[config.mk]
export PLATFORM = sky130hd
export DESIGN_NAME = ysyx_25040111_icache_axi
export DESIGN_NICKNAME = d
export VERILOG_FILES = /design/src/rtl/ysyx_25040111_axi_pkg.sv /design/src/rtl/ysyx_25040111_icache_axi.sv
export SDC_FILE = /design/constraint.sdc
export NUM_CORES = 1
export LEC_CHECK = 0
export CORE_MARGIN = 1.5
export CORE_UTILIZATION = 30
export CTS_CLUSTER_SIZE = 20
export DETAILED_ROUTE_END_ITERATION = 12
export GPL_TIMING_DRIVEN = 0
export PLACE_DENSITY = 0.62
export SETUP_SLACK_MARGIN = 0.15
export SLEW_MARGIN = 20
export SYNTH_ARGS = -nofsm -noshare
export SYNTH_HDL_FRONTEND = slang
export SYNTH_SLANG_ARGS = --single-unit
[constraint.sdc]
create_clock -name clock -period 3.8 [get_ports clock]
set_input_delay 0.57 -clock clock [delete_from_list [all_inputs] [get_ports clock]]
set_output_delay 0.57 -clock clock [all_outputs]
set_load 0.005 [all_outputs]
[src/rtl/ysyx_25040111_axi_pkg.sv]
// Shared AXI4 constants and bridge state encoding
// for the icache refill bridge.
package ysyx_25040111_axi_pkg;

    localparam logic [1:0] AXI_BURST_INCR = 2'b01;
    localparam logic [2:0] AXI_SIZE_4B    = 3'b010;
    localparam logic [1:0] AXI_RESP_OKAY  = 2'b00;

    typedef enum logic [2:0] {
        ST_IDLE,
        ST_AR,
        ST_R,
        ST_BEAT,
        ST_HOLD
    } bridge_state_t;

endpackage

[src/rtl/ysyx_25040111_icache_axi.sv]
// Read-only AXI4 master bridge below the icache:
// turns refill requests into AR/R traffic, one beat at a time.
module ysyx_25040111_icache_axi
    import ysyx_25040111_axi_pkg::*;
#(
    parameter int              ID_W   = 4,
    parameter logic [ID_W-1:0] AXI_ID = '0
) (
    input  logic            clock,
    input  logic            reset,
    input  logic            chvalid,
    input  logic [31:0]     chaddr,
    input  logic [7:0]      chlen,
    input  logic            chburst,
    output logic            chready,
    output logic [31:0]     chdata,
    output logic            cherr,
    output logic            arvalid,
    input  logic            arready,
    output logic [31:0]     araddr,
    output logic [ID_W-1:0] arid,
    output logic [7:0]      arlen,
    output logic [2:0]      arsize,
    output logic [1:0]      arburst,
    input  logic            rvalid,
    output logic            rready,
    input  logic [31:0]     rdata,
    input  logic [1:0]      rresp,
    input  logic            rlast,
    input  logic [ID_W-1:0] rid
);

    bridge_state_t state;
    logic [8:0]    cnt;
    logic [7:0]    total;
    logic          mode;
    logic          relatch;
    logic [31:0]   araddr_q;
    logic          last_beat;
    logic          unused_rid;

    assign last_beat  = (cnt == {1'b0, total});
    assign unused_rid = ^rid;

    // On the first AR cycle of a follow-on single read the cache
    // has just advanced chaddr, so present it directly.
    assign araddr  = relatch ? chaddr : araddr_q;
    assign arid    = AXI_ID;
    assign arsize  = AXI_SIZE_4B;
    assign arburst = AXI_BURST_INCR;

    // Bridge FSM with registered handshake and data outputs.
    always_ff @(posedge clock or negedge reset) begin
        if (!reset) begin
            state    <= ST_IDLE;
            cnt      <= '0;
            total    <= '0;
            mode     <= 1'b0;
            relatch  <= 1'b0;
            araddr_q <= '0;
            arlen    <= '0;
            arvalid  <= 1'b0;
            rready   <= 1'b0;
            chready  <= 1'b0;
            cherr    <= 1'b0;
            chdata   <= '0;
        end else begin
            unique case (state)
                ST_IDLE: begin
                    if (chvalid) begin
                        araddr_q <= chaddr;
                        arlen    <= chburst ? chlen : 8'd0;
                        total    <= chlen;
                        mode     <= chburst;
                        cnt      <= '0;
                        arvalid  <= 1'b1;
                        state    <= ST_AR;
                    end
                end
                ST_AR: begin
                    if (relatch) begin
                        araddr_q <= chaddr;
                        relatch  <= 1'b0;
                    end
                    if (arready) begin
                        arvalid <= 1'b0;
                        rready  <= 1'b1;
                        state   <= ST_R;
                    end
                end
                ST_R: begin
                    if (rvalid) begin
                        chdata  <= rdata;
                        cherr   <= (rresp != AXI_RESP_OKAY)
                                 | (mode & (rlast != last_beat));
                        rready  <= 1'b0;
                        chready <= 1'b1;
                        state   <= ST_BEAT;
                    end
                end
                ST_BEAT: begin
                    chready <= 1'b0;
                    cherr   <= 1'b0;
                    cnt     <= cnt + 9'd1;
                    if (last_beat) begin
                        state <= ST_HOLD;
                    end else if (mode) begin
                        rready <= 1'b1;
                        state  <= ST_R;
                    end else begin
                        arvalid <= 1'b1;
                        relatch <= 1'b1;
                        state   <= ST_AR;
                    end
                end
                ST_HOLD: begin
                    if (!chvalid) state <= ST_IDLE;
                end
                default: state <= ST_IDLE;
            endcase
        end
    end

endmodule

Yosys cells after proc, flatten, opt, wreduce, memory -nomap -nowiden
Index checks and enable logic that the tools add are counted.
- register bits after elaboration: 98
- bits of input ports: 85
- output and inout port bits: 85
- logic and storage cells: 73
- add/subtract/negate cells: 1
- equal/unequal tests: 13
- mux-type cells: 28
- bitwise operators: 2
- reductions and logical operators: 17
- operators with widths (cell ; count):
    32-bit two-way mux ; 2
    32-bit case mux with 2 select lines ; 1
    9-bit case mux with 2 select lines ; 1
    3-bit two-way mux ; 5
    3-bit case mux with 5 select lines ; 1
    2-bit inequality test (second input constant) ; 7
    1-bit two-way mux ; 10
    2-bit AND reduction ; 5
    5-bit AND reduction ; 2
    2-bit nonzero test ; 5
    9-bit by 1-bit adder with 9-bit output (second input constant) ; 1
    9-bit by 8-bit equality test with 1-bit output ; 1
    9-bit two-way mux ; 1
    8-bit two-way mux ; 1
    3-bit by 2-bit equality test with 1-bit output (second input constant) ; 2
    1-bit case mux with 2 select lines ; 3
    1-bit case mux with 3 select lines ; 2
    3-bit nonzero test ; 2
    4-bit AND reduction ; 1
    3-bit by 1-bit equality test with 1-bit output (second input constant) ; 1
    3-bit equality test (second input constant) ; 1
    3-bit logical NOT ; 1
    3-bit AND reduction ; 1
    2-bit two-way mux ; 1
    other kinds (3) ; 3

Depth between registers and ports, before layout
- word-level depth: 6
- mapped depth: 7
- gate-level depth less buffers: 5

Worst setup path after synthesis
No wires, ideal clock.
- path kind: register to output
- start: reg relatch
- end: out araddr[10]
- arrival time: 1134 ps
- data required time: 3230 ps
- setup slack: 2096 ps
- stages on the path, launching flop included: 4
- buffers on the path: 2
- cells stage by stage: dfrtp_1 clkbuf_1 buf_2 mux2_2
- cells in the longest elaborated chain, start to end: 1
- RTL lines (item ; line ; source):
    start, declared ; ysyx_25040111_icache_axi.sv:37 ; logic relatch;
    start signal, assigned ; ysyx_25040111_icache_axi.sv:59 ; relatch <= 1'b0;
    start signal, assigned ; ysyx_25040111_icache_axi.sv:83 ; relatch <= 1'b0;
    start signal, assigned ; ysyx_25040111_icache_axi.sv:112 ; relatch <= 1'b1;
    32-bit two-way mux ; - ;
    end, declared ; ysyx_25040111_icache_axi.sv:20 ; output logic [31:0] araddr,
No other way between the ends.

Final worst setup path
- start: reg relatch
- end: out araddr[7]
The elaborated chain is that of the path after synthesis.

==> flow_summary.json <==
{
  "path_clk_slew_ns": 0.07,
  "track_usage_pct": 13.73,
  "routed-wl-met2_um": 5221,
  "reg2reg_from": "state[0]",
  "min_period_ns": 2.667,
  "wl_met3_um": 637,
  "slowest_delay_ns": 0.47,
  "drive_gt1_share_pct": 29.56,
  "synth_edf_count": 0,
  "io_buffer_count": 155,
  "grt_pass1_vias": 3388,
  "cts_buffers": 9,
  "die_y_um": 125.8,
  "antennaDiodeCount": 0,
  "yosys-top-cells-count": "mux2_2, dfrtp_1, nand2_1, o21ai_0, buf_4",
  "cap_viol_max_count": 0,
  "firstDrtPassIters": 11,
  "min_path_type": "input pin to asynchronous set/reset pin",
  "swShare_pct": 28.58,
  "hpwl_um": 7864,
  "postRouteAntennaNets": 0,
  "r2r-end": "araddr_q[4]",
  "syn_area_sq_um": 4524,
  "synth.area.top_cells": "dfrtp_1, mux2_2, o21ai_0",
  "final_util_pct": 45.75,
  "multiInputGateArea_sq_um": 1879,
  "routed_wl_um": 10600,
  "hold_viol": 0,
  "grt_setup_unrepaired": "no",
  "arrival_ns": 2.10,
  "crit_path_end_kind": "output pin",
  "yosysTopAreaCell": "dfrtp_1",
  "antenna_found_initial": 0,
  "core-area_sq_um": 14640,
  "clkPwrFrac_pct": 19.2,
  "yosysWarnings": 0,
  "vdd_drop_max_v": 0.0002682,
  "syn_to_final_growth_pct": 48.09,
  "cts-hold-fix-buffers": 0,
  "comb_power_share_pct": 46.9,
  "cts-resized-gates": 0,
  "fin_cells": 705,
  "fill_cells": 1368,
  "wl_met1_um": 4541,
  "dp_cells": 689,
  "drc": 9,
  "boundaryPins": 170,
  "fin_tns_setup_ns": 0,
  "htreeDepth": 3,
  "path_class": "register to output pin",
  "reg2regPathDepth": 6,
  "violations": "DRC",
  "start_util_pct": 30.90,
  "power_uw": 5334,
  "post_drt_wl_per_cell_um": 15.03,
  "synthCells": 342,
  "dieArea_sq_um": 15830,
  "synth_seq_area_share_pct": 54.20,
  "setup_viol": 0,
  "cts_setup_buffers": 0,
  "die_w_um": 125.8,
  "synth_flop_cell": "dfrtp_1",
  "top_layer_used": "met4",
  "max_freq_mhz": 374.9,
  "grt_overflow_total": 0,
  "clock_latency_ns": 0.35,
  "switching_power_uw": 1524,
  "path_cells": "clkbuf_1 > buf_2 > mux2_2 > clkdlybuf4s50_1",
  "synth.most_common_cell": "mux2_2",
  "slowest_stage": "clkdlybuf4s50_1",
  "internal-power_uw": 3809,
  "clock-root-buffer": "clkbuf_16",
  "fin_worst_skew_ns": 0.008061,
  "critPathMaxFanout": 10,
  "pwr-share-seq_pct": 33.9,
  "globalplace.congestion": 0.7387,
  "synth_top_cell_area_share_pct": 54.20,
  "cellPowerDensity_nw_per_um2": 796.1,
  "yosysUniqueCellTypes": 42,
  "drv_slew": 0,
  "p_leak_uw": 0.002781,
  "num_rows": 44,
  "status": "complete, but fails checks",
  "worstPathRequired_ns": 3.23,
  "grt_pass1_wl_um": 17180,
  "viasPerCell": 4.606,
  "synth-seq-cells": 98,
  "drt_iter0_drc": 103,
  "cts_tree": "yes",
  "crit_path_start_kind": "register",
  "regArea_sq_um": 2452,
  "fin_crit_sh_pct": 70.19,
  "cts.sinks": 98,
  "clockBufferDepth": 2,
  "via_count": 3247,
  "final_net_count": 602,
  "regToRegSetupSlack_ns": 2.06,
  "syn_area_per_cell_sq_um": 13.23,
  "grt_max_degree": 57,
  "synthArstFlopShare_pct": 100.0
}
## cells in the final DEF, fill, tap and decap left out, drive strengths merged, types with 4 or more instances in the layout
cell type      Yosys  final
mux2             105    105
conb               2      9
o21ai             21     21
xnor2              8      8
dfrtp             98     98
buf               25     27
clkbuf             3     15
a21oi              6      6
nand3              4      4
clkdlybuf4s50      0    154
nand2             24     24
nor2               5      5
## per-layer routing
metal	global-route usage (%)	vias to the layer above
met5	0	-
met4	6.288	0
met3	3.568	13
met2	22.75	88
met1	16.82	1611
li1	-	1535
## worst max-delay path, delay by kind of cell (launching register included)
family	cells	cell delay [ns]
buf+inv	3	1.07
mux	1	0.36
flops	1	0.32
## how the worst max path moves through the flow
stage / start / end / slack [ns]
floorplan: relatch / araddr[10] / 2.10
global placement: reset / chdata[27] / -1.66
detailed placement: relatch / araddr[17] / 1.46
CTS: relatch / araddr[17] / 1.06
global route: relatch / araddr[9] / 1.00
finish: relatch / araddr[7] / 1.13
## sequential cells by signal (all words and copies together) (netlist names)
| name | count |
|---|---|
| araddr_q | 32 |
| cnt | 9 |
| total | 8 |
| cherr | 1 |
| rready | 1 |
| state | 3 |
| chready | 1 |
| arvalid | 1 |
| mode | 1 |
| relatch | 1 |
| arlen | 8 |
| chdata | 32 |
## stage by stage
stage	hold WS [ns]	area, sq um	setup WS, ns
after floorplan	0.2744	4551	2.096
after global placement	0.4561	6332	-1.664
after detailed placement	0.4649	6361	1.460
after CTS	0.1397	6700	1.058
after global routing	0.1522	6700	1.001
final	0.1298	6700	1.133
## power by group through the flow
stage               Clock [uW]  Combinational, uW  Sequential [uW]
floorplan                    0               1290             1800
global placement             0               2490             1810
detailed placement           0               2540             1830
CTS                       1060               2550             1820
global route              1100               2710             1880
finish                    1020               2500             1810
## layout make-up
cell class | count | area share, %
repair buffers | 156 | 23.59
clock buffers | 12 | 3.978
flip-flops and latches | 98 | 36.60
plain buffers | 28 | 3.100
multi-input cells | 220 | 28.05
inverters | 3 | 0.1681
well taps | 184 | 3.436
clock inverters | 4 | 1.083
## cells by family after synthesis
family	share of synthesized area (%)
other	0.1660
buffers and inverters	4.840
muxes	26.80
xor gates and xnor gates	1.549
and+or+nand+nor	6.803
AOI/OAI and AO/OA	5.365
DFF	54.20
adders and majority gates	0.2765
Power figures use the tool's default switching activity.
